`src/rtl/alu_issue_ctrl_pkg.sv`:
```
// Shared definitions for the ALU issue controller:
// opcode and condition-code constants plus the FSM state encoding.
package alu_issue_ctrl_pkg;

    localparam logic [3:0] OPC_ADD   = 4'h0;
    localparam logic [3:0] OPC_SUB   = 4'h1;
    localparam logic [3:0] OPC_AND   = 4'h2;
    localparam logic [3:0] OPC_OR    = 4'h3;
    localparam logic [3:0] OPC_XOR   = 4'h4;
    localparam logic [3:0] OPC_NOT   = 4'h5;
    localparam logic [3:0] OPC_SHL   = 4'h6;
    localparam logic [3:0] OPC_SHR   = 4'h7;
    localparam logic [3:0] OPC_ADDI  = 4'h8;
    localparam logic [3:0] OPC_LOAD  = 4'h9;
    localparam logic [3:0] OPC_STORE = 4'hA;
    localparam logic [3:0] OPC_CMP   = 4'hB;
    localparam logic [3:0] OPC_MOV   = 4'hC;
    localparam logic [3:0] OPC_BEQ   = 4'hD;
    localparam logic [3:0] OPC_JMP   = 4'hE;
    localparam logic [3:0] OPC_NOP   = 4'hF;

    localparam logic [3:0] COND_EQ = 4'd0;
    localparam logic [3:0] COND_NE = 4'd1;
    localparam logic [3:0] COND_CS = 4'd2;
    localparam logic [3:0] COND_CC = 4'd3;
    localparam logic [3:0] COND_MI = 4'd4;
    localparam logic [3:0] COND_PL = 4'd5;
    localparam logic [3:0] COND_VS = 4'd6;
    localparam logic [3:0] COND_VC = 4'd7;
    localparam logic [3:0] COND_HI = 4'd8;
    localparam logic [3:0] COND_LS = 4'd9;
    localparam logic [3:0] COND_GE = 4'd10;
    localparam logic [3:0] COND_LT = 4'd11;
    localparam logic [3:0] COND_GT = 4'd12;
    localparam logic [3:0] COND_LE = 4'd13;
    localparam logic [3:0] COND_AL = 4'd14;

    typedef enum logic [1:0] {
        IDLE,
        EXEC,
        CAPT,
        RESP
    } state_t;

endpackage

```
`src/rtl/alu_issue_ctrl_if.sv`:
```
// Request/response bundle between the two ALU requesters and the
// issue controller; master is the requester side.
interface alu_issue_ctrl_if #(
    parameter int DATA_W = 16,
    parameter int IMM_W  = 7
);
    logic              req0_valid;
    logic              req0_ready;
    logic [3:0]        req0_opcode;
    logic [DATA_W-1:0] req0_op1;
    logic [DATA_W-1:0] req0_op2;
    logic [IMM_W-1:0]  req0_imm;
    logic [3:0]        req0_cond;

    logic              req1_valid;
    logic              req1_ready;
    logic [3:0]        req1_opcode;
    logic [DATA_W-1:0] req1_op1;
    logic [DATA_W-1:0] req1_op2;
    logic [IMM_W-1:0]  req1_imm;
    logic [3:0]        req1_cond;

    logic              rsp_valid;
    logic              rsp_ready;
    logic              rsp_id;
    logic [DATA_W-1:0] rsp_result;
    logic              rsp_executed;

    modport master (
        output req0_valid, req0_opcode, req0_op1, req0_op2, req0_imm, req0_cond,
        input  req0_ready,
        output req1_valid, req1_opcode, req1_op1, req1_op2, req1_imm, req1_cond,
        input  req1_ready,
        input  rsp_valid, rsp_id, rsp_result, rsp_executed,
        output rsp_ready
    );

    modport slave (
        input  req0_valid, req0_opcode, req0_op1, req0_op2, req0_imm, req0_cond,
        output req0_ready,
        input  req1_valid, req1_opcode, req1_op1, req1_op2, req1_imm, req1_cond,
        output req1_ready,
        output rsp_valid, rsp_id, rsp_result, rsp_executed,
        input  rsp_ready
    );

endinterface

```
`src/rtl/alu_issue_ctrl_cond_check.sv`:
```
// ARM-style condition evaluation against NZCV flags.
// Codes 14 and 15 both mean "always".
module alu_issue_ctrl_cond_check
    import alu_issue_ctrl_pkg::*;
(
    input  logic [3:0] cond,
    input  logic       n,
    input  logic       z,
    input  logic       c,
    input  logic       v,
    output logic       pass
);

    always_comb begin
        pass = 1'b1;
        case (cond)
            COND_EQ: pass = z;
            COND_NE: pass = !z;
            COND_CS: pass = c;
            COND_CC: pass = !c;
            COND_MI: pass = n;
            COND_PL: pass = !n;
            COND_VS: pass = v;
            COND_VC: pass = !v;
            COND_HI: pass = c && !z;
            COND_LS: pass = !c || z;
            COND_GE: pass = (n == v);
            COND_LT: pass = (n != v);
            COND_GT: pass = !z && (n == v);
            COND_LE: pass = z || (n != v);
            default: pass = 1'b1;
        endcase
    end

endmodule

```
`src/rtl/alu_issue_ctrl.sv`:
```
// Round-robin issue controller sharing one registered ALU between
// two requesters, with conditional execution on the ALU flags.
module alu_issue_ctrl #(
    parameter int         DATA_W  = 16,
    parameter int         IMM_W   = 7,
    parameter logic [3:0] OPC_NOP = 4'hF
) (
    input  logic              clk,
    input  logic              rst,
    alu_issue_ctrl_if.slave   bus,
    output logic [3:0]        alu_opcode,
    output logic [DATA_W-1:0] alu_op1,
    output logic [DATA_W-1:0] alu_op2,
    output logic [IMM_W-1:0]  alu_imm,
    input  logic [DATA_W-1:0] alu_result,
    input  logic              alu_n,
    input  logic              alu_z,
    input  logic              alu_c,
    input  logic              alu_v
);
    import alu_issue_ctrl_pkg::*;

    state_t            state;
    state_t            state_next;
    logic              rr_ptr;
    logic              both;
    logic              any_valid;
    logic              gnt_id;
    logic              accept;
    logic              cond_pass;

    logic [3:0]        sel_opcode;
    logic [3:0]        sel_cond;
    logic [DATA_W-1:0] sel_op1;
    logic [DATA_W-1:0] sel_op2;
    logic [IMM_W-1:0]  sel_imm;

    logic              lat_id;
    logic              lat_pass;
    logic [3:0]        lat_opcode;
    logic [DATA_W-1:0] lat_op1;
    logic [DATA_W-1:0] lat_op2;
    logic [IMM_W-1:0]  lat_imm;

    assign any_valid = bus.req0_valid | bus.req1_valid;
    assign both      = bus.req0_valid & bus.req1_valid;
    assign gnt_id    = both ? rr_ptr : bus.req1_valid;

    always_comb begin
        sel_opcode = bus.req0_opcode;
        sel_cond   = bus.req0_cond;
        sel_op1    = bus.req0_op1;
        sel_op2    = bus.req0_op2;
        sel_imm    = bus.req0_imm;
        if (gnt_id) begin
            sel_opcode = bus.req1_opcode;
            sel_cond   = bus.req1_cond;
            sel_op1    = bus.req1_op1;
            sel_op2    = bus.req1_op2;
            sel_imm    = bus.req1_imm;
        end
    end

    // Flags sampled here already include the previous op's EXEC update.
    alu_issue_ctrl_cond_check u_cond (
        .cond (sel_cond),
        .n    (alu_n),
        .z    (alu_z),
        .c    (alu_c),
        .v    (alu_v),
        .pass (cond_pass)
    );

    always_ff @(posedge clk) begin
        if (rst) begin
            state <= IDLE;
        end else begin
            state <= state_next;
        end
    end

    always_comb begin
        state_next    = state;
        accept        = 1'b0;
        bus.rsp_valid = 1'b0;
        alu_opcode    = OPC_NOP;
        alu_op1       = '0;
        alu_op2       = '0;
        alu_imm       = '0;
        case (state)
            IDLE: begin
                if (any_valid && !rst) begin
                    accept     = 1'b1;
                    state_next = EXEC;
                end
            end
            EXEC: begin
                if (lat_pass) begin
                    alu_opcode = lat_opcode;
                    alu_op1    = lat_op1;
                    alu_op2    = lat_op2;
                    alu_imm    = lat_imm;
                end
                state_next = CAPT;
            end
            CAPT: state_next = RESP;
            RESP: begin
                bus.rsp_valid = 1'b1;
                if (bus.rsp_ready) begin
                    state_next = IDLE;
                end
            end
            default: state_next = IDLE;
        endcase
    end

    assign bus.req0_ready = accept & ~gnt_id;
    assign bus.req1_ready = accept & gnt_id;

    always_ff @(posedge clk) begin
        if (rst) begin
            rr_ptr           <= 1'b0;
            lat_id           <= 1'b0;
            lat_pass         <= 1'b0;
            lat_opcode       <= OPC_NOP;
            lat_op1          <= '0;
            lat_op2          <= '0;
            lat_imm          <= '0;
            bus.rsp_id       <= 1'b0;
            bus.rsp_result   <= '0;
            bus.rsp_executed <= 1'b0;
        end else begin
            if (accept) begin
                lat_id     <= gnt_id;
                lat_pass   <= cond_pass;
                lat_opcode <= sel_opcode;
                lat_op1    <= sel_op1;
                lat_op2    <= sel_op2;
                lat_imm    <= sel_imm;
                if (both) begin
                    rr_ptr <= ~rr_ptr;
                end
            end
            if (state == CAPT) begin
                bus.rsp_id       <= lat_id;
                bus.rsp_result   <= lat_pass ? alu_result : '0;
                bus.rsp_executed <= lat_pass;
            end
        end
    end

endmodule

```
`src/flat_wrapper.sv`:
```
// flat-port wrapper written by rule: the top's interface ports become plain ports
module alu_issue_ctrl_flat import alu_issue_ctrl_pkg::*;
#(
    parameter int         DATA_W  = 16,
    parameter int         IMM_W   = 7,
    parameter logic [3:0] OPC_NOP = 4'hF
)
  (clk, rst, alu_opcode, alu_op1, alu_op2, alu_imm, alu_result, alu_n, alu_z, alu_c, alu_v, bus_req0_valid, bus_req0_opcode, bus_req0_op1, bus_req0_op2, bus_req0_imm, bus_req0_cond, bus_req0_ready, bus_req1_valid, bus_req1_opcode, bus_req1_op1, bus_req1_op2, bus_req1_imm, bus_req1_cond, bus_req1_ready, bus_rsp_valid, bus_rsp_id, bus_rsp_result, bus_rsp_executed, bus_rsp_ready);
  alu_issue_ctrl_if #(.DATA_W(DATA_W), .IMM_W(IMM_W)) bus_i ();
  input  logic clk;
  input  logic rst;
  output logic [3:0] alu_opcode;
  output logic [DATA_W-1:0] alu_op1;
  output logic [DATA_W-1:0] alu_op2;
  output logic [IMM_W-1:0] alu_imm;
  input  logic [DATA_W-1:0] alu_result;
  input  logic alu_n;
  input  logic alu_z;
  input  logic alu_c;
  input  logic alu_v;
  input wire logic [$bits(bus_i.req0_valid)-1:0] bus_req0_valid;
  input wire logic [$bits(bus_i.req0_opcode)-1:0] bus_req0_opcode;
  input wire logic [$bits(bus_i.req0_op1)-1:0] bus_req0_op1;
  input wire logic [$bits(bus_i.req0_op2)-1:0] bus_req0_op2;
  input wire logic [$bits(bus_i.req0_imm)-1:0] bus_req0_imm;
  input wire logic [$bits(bus_i.req0_cond)-1:0] bus_req0_cond;
  output wire logic [$bits(bus_i.req0_ready)-1:0] bus_req0_ready;
  input wire logic [$bits(bus_i.req1_valid)-1:0] bus_req1_valid;
  input wire logic [$bits(bus_i.req1_opcode)-1:0] bus_req1_opcode;
  input wire logic [$bits(bus_i.req1_op1)-1:0] bus_req1_op1;
  input wire logic [$bits(bus_i.req1_op2)-1:0] bus_req1_op2;
  input wire logic [$bits(bus_i.req1_imm)-1:0] bus_req1_imm;
  input wire logic [$bits(bus_i.req1_cond)-1:0] bus_req1_cond;
  output wire logic [$bits(bus_i.req1_ready)-1:0] bus_req1_ready;
  output wire logic [$bits(bus_i.rsp_valid)-1:0] bus_rsp_valid;
  output wire logic [$bits(bus_i.rsp_id)-1:0] bus_rsp_id;
  output wire logic [$bits(bus_i.rsp_result)-1:0] bus_rsp_result;
  output wire logic [$bits(bus_i.rsp_executed)-1:0] bus_rsp_executed;
  input wire logic [$bits(bus_i.rsp_ready)-1:0] bus_rsp_ready;
  assign bus_i.req0_valid = bus_req0_valid;
  assign bus_i.req0_opcode = bus_req0_opcode;
  assign bus_i.req0_op1 = bus_req0_op1;
  assign bus_i.req0_op2 = bus_req0_op2;
  assign bus_i.req0_imm = bus_req0_imm;
  assign bus_i.req0_cond = bus_req0_cond;
  assign bus_req0_ready = bus_i.req0_ready;
  assign bus_i.req1_valid = bus_req1_valid;
  assign bus_i.req1_opcode = bus_req1_opcode;
  assign bus_i.req1_op1 = bus_req1_op1;
  assign bus_i.req1_op2 = bus_req1_op2;
  assign bus_i.req1_imm = bus_req1_imm;
  assign bus_i.req1_cond = bus_req1_cond;
  assign bus_req1_ready = bus_i.req1_ready;
  assign bus_rsp_valid = bus_i.rsp_valid;
  assign bus_rsp_id = bus_i.rsp_id;
  assign bus_rsp_result = bus_i.rsp_result;
  assign bus_rsp_executed = bus_i.rsp_executed;
  assign bus_i.rsp_ready = bus_rsp_ready;
  alu_issue_ctrl #(.DATA_W(DATA_W), .IMM_W(IMM_W), .OPC_NOP(OPC_NOP)) u_core (.clk(clk), .rst(rst), .bus(bus_i), .alu_opcode(alu_opcode), .alu_op1(alu_op1), .alu_op2(alu_op2), .alu_imm(alu_imm), .alu_result(alu_result), .alu_n(alu_n), .alu_z(alu_z), .alu_c(alu_c), .alu_v(alu_v));
endmodule
```
`config.mk`:
```
export PLATFORM = sky130hd
export DESIGN_NAME = alu_issue_ctrl_flat
export DESIGN_NICKNAME = d
export VERILOG_FILES = /design/src/rtl/alu_issue_ctrl_pkg.sv /design/src/rtl/alu_issue_ctrl_if.sv /design/src/rtl/alu_issue_ctrl_cond_check.sv /design/src/rtl/alu_issue_ctrl.sv /design/src/flat_wrapper.sv
export SDC_FILE = /design/constraint.sdc
export NUM_CORES = 1
export LEC_CHECK = 0
export ABC_AREA = 1
export CORE_AREA = 4 4 93 95
export CTS_CLUSTER_DIAMETER = 150
export CTS_CLUSTER_SIZE = 14
export DETAILED_ROUTE_END_ITERATION = 10
export DIE_AREA = 0 0 97 99
export GPL_ROUTABILITY_DRIVEN = 0
export PLACE_DENSITY = 0.85
export SETUP_SLACK_MARGIN = 0.05
export SYNTH_ARGS = -nofsm -noshare
export SYNTH_HDL_FRONTEND = slang
export SYNTH_SLANG_ARGS = --single-unit
export TNS_END_PERCENT = 1
```
`constraint.sdc`:
```
create_clock -name clk -period 3.4 [get_ports clk]
set_clock_uncertainty 0.1 [all_clocks]
set_input_delay 0.34 -clock clk [delete_from_list [all_inputs] [get_ports clk]]
set_output_delay 0.34 -clock clk [all_outputs]
set_load 0.02 [all_outputs]
```
==> flow_summary.toml, run 1 <==
[grt]
grt_pass1_vias = 3638
grt_use_total_pct = 21.2
grt-busiest-layer = "met2"
use_met3_pct = 6.09
grt.overflow.total = 0
met1_usage_pct = 24.2
grt_max_degree = 67
grt_util_met2_pct = 37.3
grt_antenna_before_repair = 0
grt_pass1_wl_um = 16900

[final_layout]
multi_input_area_sq_mm = 0.00154
postLayoutCellArea_sq_mm = 0.00532
final_layout_size_suffix_gt1_share_pct = 5.29
regArea_sq_mm = 0.00132
n_antenna_cell = 0
area_growth_syn_to_layout_pct = 63.7
layout.nets = 781
finalNonFillerCells = 764
finish.utilization_pct = 68.9
filler_cell_count = 618

[synthesis]
synth_edf_count = 0
syn_nets = 610
synth.mux.area_fraction_pct = 0
synthSimpleGateAreaFrac_pct = 31.4
synth_flop_cell = "dfxtp_1"
synth-xor-area-share_pct = 0.269
avgSynthCellArea_sq_um = 6.69
yosysWarnings = 0
yosysSeqAreaShare_pct = 40.6
syn_inst = 486
synth_area_sq_mm = 0.00325
synth-compound-area-share_pct = 13.8
async_reset_ff_share_pct = 0
ys_types = 30
synthAdderAreaFrac_pct = 1.92
synth_top_family_by_area = "simple AND/OR/NAND/NOR gates"
ys_ff_latch = 66

[route]
viasPerCell = 4.95
routedWlPerCell_um = 13.8
ant_nets = 0
vias = 3785
drc = 0
drt_iter0_drc = 185
dr.pass1.iters = 5
wl_um = 10600

[sta]
rsz0062_at_grt = "false"
fmax_mhz = 372
period_minus_slack_ps = 2680
fin_tns_setup_ps = 0
post-route-period-util_pct = 79.0
slew-limit-headroom_pct = 54.3
slew_viol_final = 0
hold_viol_final = 0
worst_pin_slew_ps = 686
finalSetupViolations = 0
worst_slack_ps = 715

[placed_design]
placed_area_sq_mm = 0.00509
numPortBuffers = 182
detailed_place_hpwl_um = 7660
dp.cells = 748
preCtsSetupSlack_ps = 721

[setup_path]
cp-end-kind = "primary output"
r2r_cells = 5
path_class = "in -> out"
r2r_end = "u_core.bus.rsp_result[15]"
timing.rr.start = "u_core.state[0]"
cp_max_fo = 7
start_kind = "input port"
arrival_ps = 2240
r2r_slack_ps = 1160
crit_required_ps = 2960

[clock_network]
ctsHoldBuffers = 0
htreeDepth = 3
cts_tree = "built"
clk_pin_slew_worst_paths_ps = 70
cts_buffers = 9
post_cts_buffers = 0
cts_resized = 0
cts-root-buf = "clkbuf_8"
clock_path_buffers = 2
cts_sinks = 66
clock_latency_ps = 330

[floorplan]
io_pins = 183
die_area_sq_mm = 0.00960
rows = 32
core_sq_mm = 0.00773
initial_utilization_pct = 42.1
die_width_um = 97
fp.dieH_um = 99

[power]
vdd_ir_drop_max_mv = 0.199
powerDensity_mw_per_mm2 = 453
p_leak_nw = 1.92

[min_path]
worstHoldPathType = "reg -> reg"
holdCritStartpoint = "u_core.bus.rsp_executed"
hold_end = "u_core.bus.rsp_executed"
hold_depth = 2

[status]
outcome = "finished, final reports clean"

[job]
cap_viol_max_count = 0
Yosys cell counts (2+ instances only):
cell type | number | area (sq um)
a211oi_1 | 2 | 15.0
a21oi_1 | 22 | 110
a22oi_1 | 5 | 37.5
a31oi_1 | 39 | 244
buf_1 | 2 | 7.51
buf_2 | 9 | 45.0
buf_6 | 5 | 56.3
clkbuf_1 | 13 | 48.8
dfxtp_1 | 66 | 1320
ha_1 | 5 | 62.6
inv_1 | 58 | 218
nand2_1 | 164 | 616
nand3_1 | 32 | 160
nor2_1 | 42 | 158
o21ai_0 | 4 | 20.0
or2_2 | 4 | 25.0
how the worst max path moves through the flow:
stage | cells after the start | startpoint | endpoint
floorplan | 5 | u_core.state[1] | alu_opcode[2]
global placement | 8 | bus_req1_valid | bus_req0_ready
detailed placement | 8 | bus_req1_valid | bus_req0_ready
CTS | 8 | bus_req1_valid | bus_req0_ready
global route | 8 | bus_req1_valid | bus_req0_ready
finish | 8 | bus_req1_valid | bus_req0_ready
cell usage in the layout, fill, tap and decap left out:
master,count
a211oi_1,2
a21oi_1,22
a22oi_1,5
a31oi_1,39
buf_2,1
buf_4,8
bufinv_16,2
clkbuf_1,1
clkbuf_8,11
clkdlybuf4s50_1,181
clkinv_1,1
clkinv_2,1
clkinv_4,1
dfxtp_1,66
ha_1,5
inv_1,58
inv_2,1
nand2_1,163
nand2_2,2
nand2_4,1
nand3_1,32
nand3b_1,1
nand4_1,1
nor2_1,42
nor2_2,1
nor2_8,1
nor3_1,1
o21ai_0,4
o21ai_1,1
o21ai_2,1
o21bai_1,1
or2_2,4
xor2_1,1
through the flow:
step,hold slack (ps),power [mW]
after floorplan,337,1.39
after global placement,349,1.65
after detailed placement,355,1.67
after CTS,367,2.42
after global routing,385,2.55
final,366,2.41
cells by family after synthesis:
kind of cell,count (synthesis)
xor+xnor,1
flops,66
simple gates,249
buf+inv,90
compound gates,75
fa+ha+maj,5
layout make-up:
type	count	area share [%]
Timing Repair Buffer	190	35.3
Clock inverter	4	1.39
Inverter	60	4.23
Tap cell	102	2.40
Sequential cell	66	24.8
Clock buffer	12	2.91
Multi-Input combinational cell	330	29.0
critical path: stages:
cell and delay, ps:
clkdlybuf4s50_1 650, nor2_1 100, nor2_2 130, nand2_2 120, inv_1 130, nand2_1 70, inv_2 60, clkdlybuf4s50_1 630
routing by layer:
layer | up-vias | routed length, um
li1 | 1879 | -
met3 | 28 | 910
met2 | 180 | 5110
met4 | 0 | 294
met5 | - | 0
met1 | 1698 | 4270
power breakdown:
group	internal (mW)	switching (mW)	total, mW	leakage, nW
logic	0.307	0.402	0.709	1.27
registers	0.890	0.0590	0.949	0.538
clock network	0.454	0.298	0.751	0.117
total	1.65	0.758	2.41	1.92
flip-flops by register name, indices dropped and copies added (netlist names):
register,cells
u_core.state,2
u_core.lat_op1,16
u_core.lat_imm,7
u_core.bus.rsp_executed,1
u_core.lat_pass,1
u_core.lat_id,1
u_core.bus.rsp_result,16
u_core.bus.rsp_id,1
u_core.lat_opcode,4
u_core.rr_ptr,1
u_core.lat_op2,16
Note: power is estimated with default switching activity, not from simulation.
==> inputs of run 2 (changes only) <==
--- a/config.mk
+++ b/config.mk
@@ -6,13 +6,13 @@
 export NUM_CORES = 1
 export LEC_CHECK = 0
 export ABC_AREA = 1
-export CORE_AREA = 4 4 93 95
+export CORE_AREA = 4 4 97 99
 export CTS_CLUSTER_DIAMETER = 150
 export CTS_CLUSTER_SIZE = 14
 export DETAILED_ROUTE_END_ITERATION = 10
-export DIE_AREA = 0 0 97 99
+export DIE_AREA = 0 0 101 103
 export GPL_ROUTABILITY_DRIVEN = 0
-export PLACE_DENSITY = 0.85
+export PLACE_DENSITY = 0.79
 export SETUP_SLACK_MARGIN = 0.05
 export SYNTH_ARGS = -nofsm -noshare
 export SYNTH_HDL_FRONTEND = slang
==> constraint.sdc (replaced) <==
create_clock -name clk -period 2.5 [get_ports clk]
set_clock_uncertainty 0.1 [all_clocks]
set_input_delay 0.25 -clock clk [delete_from_list [all_inputs] [get_ports clk]]
set_output_delay 0.25 -clock clk [all_outputs]
set_load 0.02 [all_outputs]
==> run 2 against run 1 <==
Critical path depth shrank 2. Setup slack lost 550 ps. Sequential share of layout area grew 0.12 points. Clock-buffer cell count shrank 1. Register-to-register slack lost 580 ps. First-iteration DRC count shrank 11%. Clock power grew 1%. Combinational power grew 38%. Hold slack lost 23 ps. Die area grew 8.3%. Final cell count grew 0.79%. Critical path type is now reg -> out.
==> flow_summary.toml, run 2 (same netlist as run 1, synthesis figures left out) <==
[status]
outcome = "finished, final reports clean"

[setup_path]
r2r_slack_ps = 580
endpoint = "alu_op2[1]"
cp-end-kind = "primary output"
worstSetupStartpoint = "u_core.state[1]"
path_cells = "inv_1 -> ha_1 -> nand2_1 -> buf_4 -> nor2_1 -> clkdlybuf4s50_1"
cp_max_fo = 18
r2r_cells = 9
arrival_ps = 1980
cpMaxStageDelayCell = "clkdlybuf4s50_1"
r2r_end = "u_core.lat_opcode[1]"
path_class = "reg -> out"
cpPeakStageDelay_ps = 610
crit_required_ps = 2150
timing.rr.start = "u_core.state[0]"
start_kind = "register"

[sta]
fmax_mhz = 429
period_minus_slack_ps = 2330
rsz0062_at_grt = "true"
worst_pin_slew_ps = 698
slew_viol_final = 0
slew-limit-headroom_pct = 53.5
hold_viol_final = 0
post-route-period-util_pct = 93.3
finalSetupViolations = 0
fin_tns_setup_ps = 0

[floorplan]
initial_utilization_pct = 38.0
die_width_um = 101
die_area_sq_mm = 0.0104
rows = 34
io_pins = 183
fp.dieH_um = 103
core_sq_mm = 0.00855

[job]
cap_viol_max_count = 0

[clock_network]
cts_sinks = 66
clk_pin_slew_worst_paths_ps = 60
ctsHoldBuffers = 0
cts_buffers = 9
clock_latency_ps = 330
clock_path_buffers = 2
cts-root-buf = "clkbuf_8"
htreeDepth = 3
cts_tree = "built"

[route]
drc = 0
dr.pass1.iters = 4
drt_iter0_drc = 164
wl_um = 10700
viasPerCell = 4.91
vias = 3779
ant_nets = 0
routedWlPerCell_um = 13.8

[final_layout]
final_cell_mix = "175 x clkdlybuf4s50_1, 163 x nand2_1, 66 x dfxtp_1, 58 x inv_1, 42 x nor2_1"
finish.utilization_pct = 62.0
layout.nets = 783
largest_registers = "u_core.bus.rsp_result x16, u_core.lat_op1 x16, u_core.lat_op2 x16"
regArea_sq_mm = 0.00132
final_layout_size_suffix_gt1_share_pct = 5.29
n_antenna_cell = 0
filler_cell_count = 763
area_growth_syn_to_layout_pct = 62.9
multi_input_area_sq_mm = 0.00154
layout_commonest_cell = "clkdlybuf4s50_1"

[grt]
grt_antenna_before_repair = 0
grt_pass1_wl_um = 16400
grt_max_degree = 67
grt.overflow.total = 0
grt_pass1_vias = 3730
grt_use_total_pct = 19.4

[placed_design]
detailed_place_hpwl_um = 7750
numPortBuffers = 182

[power]
total_power_mw = 3.03
vdd_ir_drop_max_mv = 0.272
p_leak_nw = 1.93
powerDensity_mw_per_mm2 = 572

[min_path]
worstHoldPathType = "in -> reg"
run 2: worst max-delay path, delay by kind of cell (launching register included):
| family | cells | cell delay (ps) |
|---|---|---|
| adder cells (fa/ha/maj) | 1 | 160 |
| buffers and inverters | 3 | 950 |
| flip-flops | 1 | 330 |
| AND/OR/NAND/NOR | 2 | 220 |
run 2: timing repair:
action	4_1_cts	5_1_grt
resized for setup	1	7
setup buffers	0	0
endpoints found under the setup margin	4	6
run 2: stage by stage:
stage	hold slack, ps	area (sq um)	cells	setup WS, ps
5_1_grt	356	5300	770	13.3
3_5_place_dp	354	5120	756	166
6_report	343	5300	770	167
2_1_floorplan	272	3250	486	953
4_1_cts	315	5280	770	68.5
3_3_place_gp	344	5120	756	167
run 2: report_power, final:
part | internal (mW) | switching, mW
Combinational | 0.425 | 0.554
Clock | 0.373 | 0.386
Sequential | 1.21 | 0.0825
Total | 2.01 | 1.02
run 2: layout make-up:
class	count	area share, %
clock buffer	11	2.67
clock inverter	3	0.331
inverter	60	4.25
multi-input combinational	330	29.1
sequential	66	24.9
tap	108	2.55
timing repair buffer	192	36.1
run 2: worst min path at each step:
stage | start | to | slack (ps) | depth (start not counted)
2_1_floorplan | bus_req0_opcode[0] | u_core.lat_opcode[0] | 270 | 2
3_3_place_gp | u_core.lat_id | u_core.bus.rsp_id | 340 | 2
3_5_place_dp | u_core.bus.rsp_id | u_core.bus.rsp_id | 350 | 2
4_1_cts | rst | u_core.state[1] | 310 | 6
5_1_grt | rst | u_core.state[1] | 360 | 6
6_report | rst | u_core.state[1] | 340 | 6
run 2: layer usage:
metal	vias to the layer above	wire length (um)	GRT usage, %
met5	-	0	0
met4	0	192	9.30
met3	16	904	5.01
met2	163	5200	33.8
met1	1716	4360	22.3
li1	1884	-	-
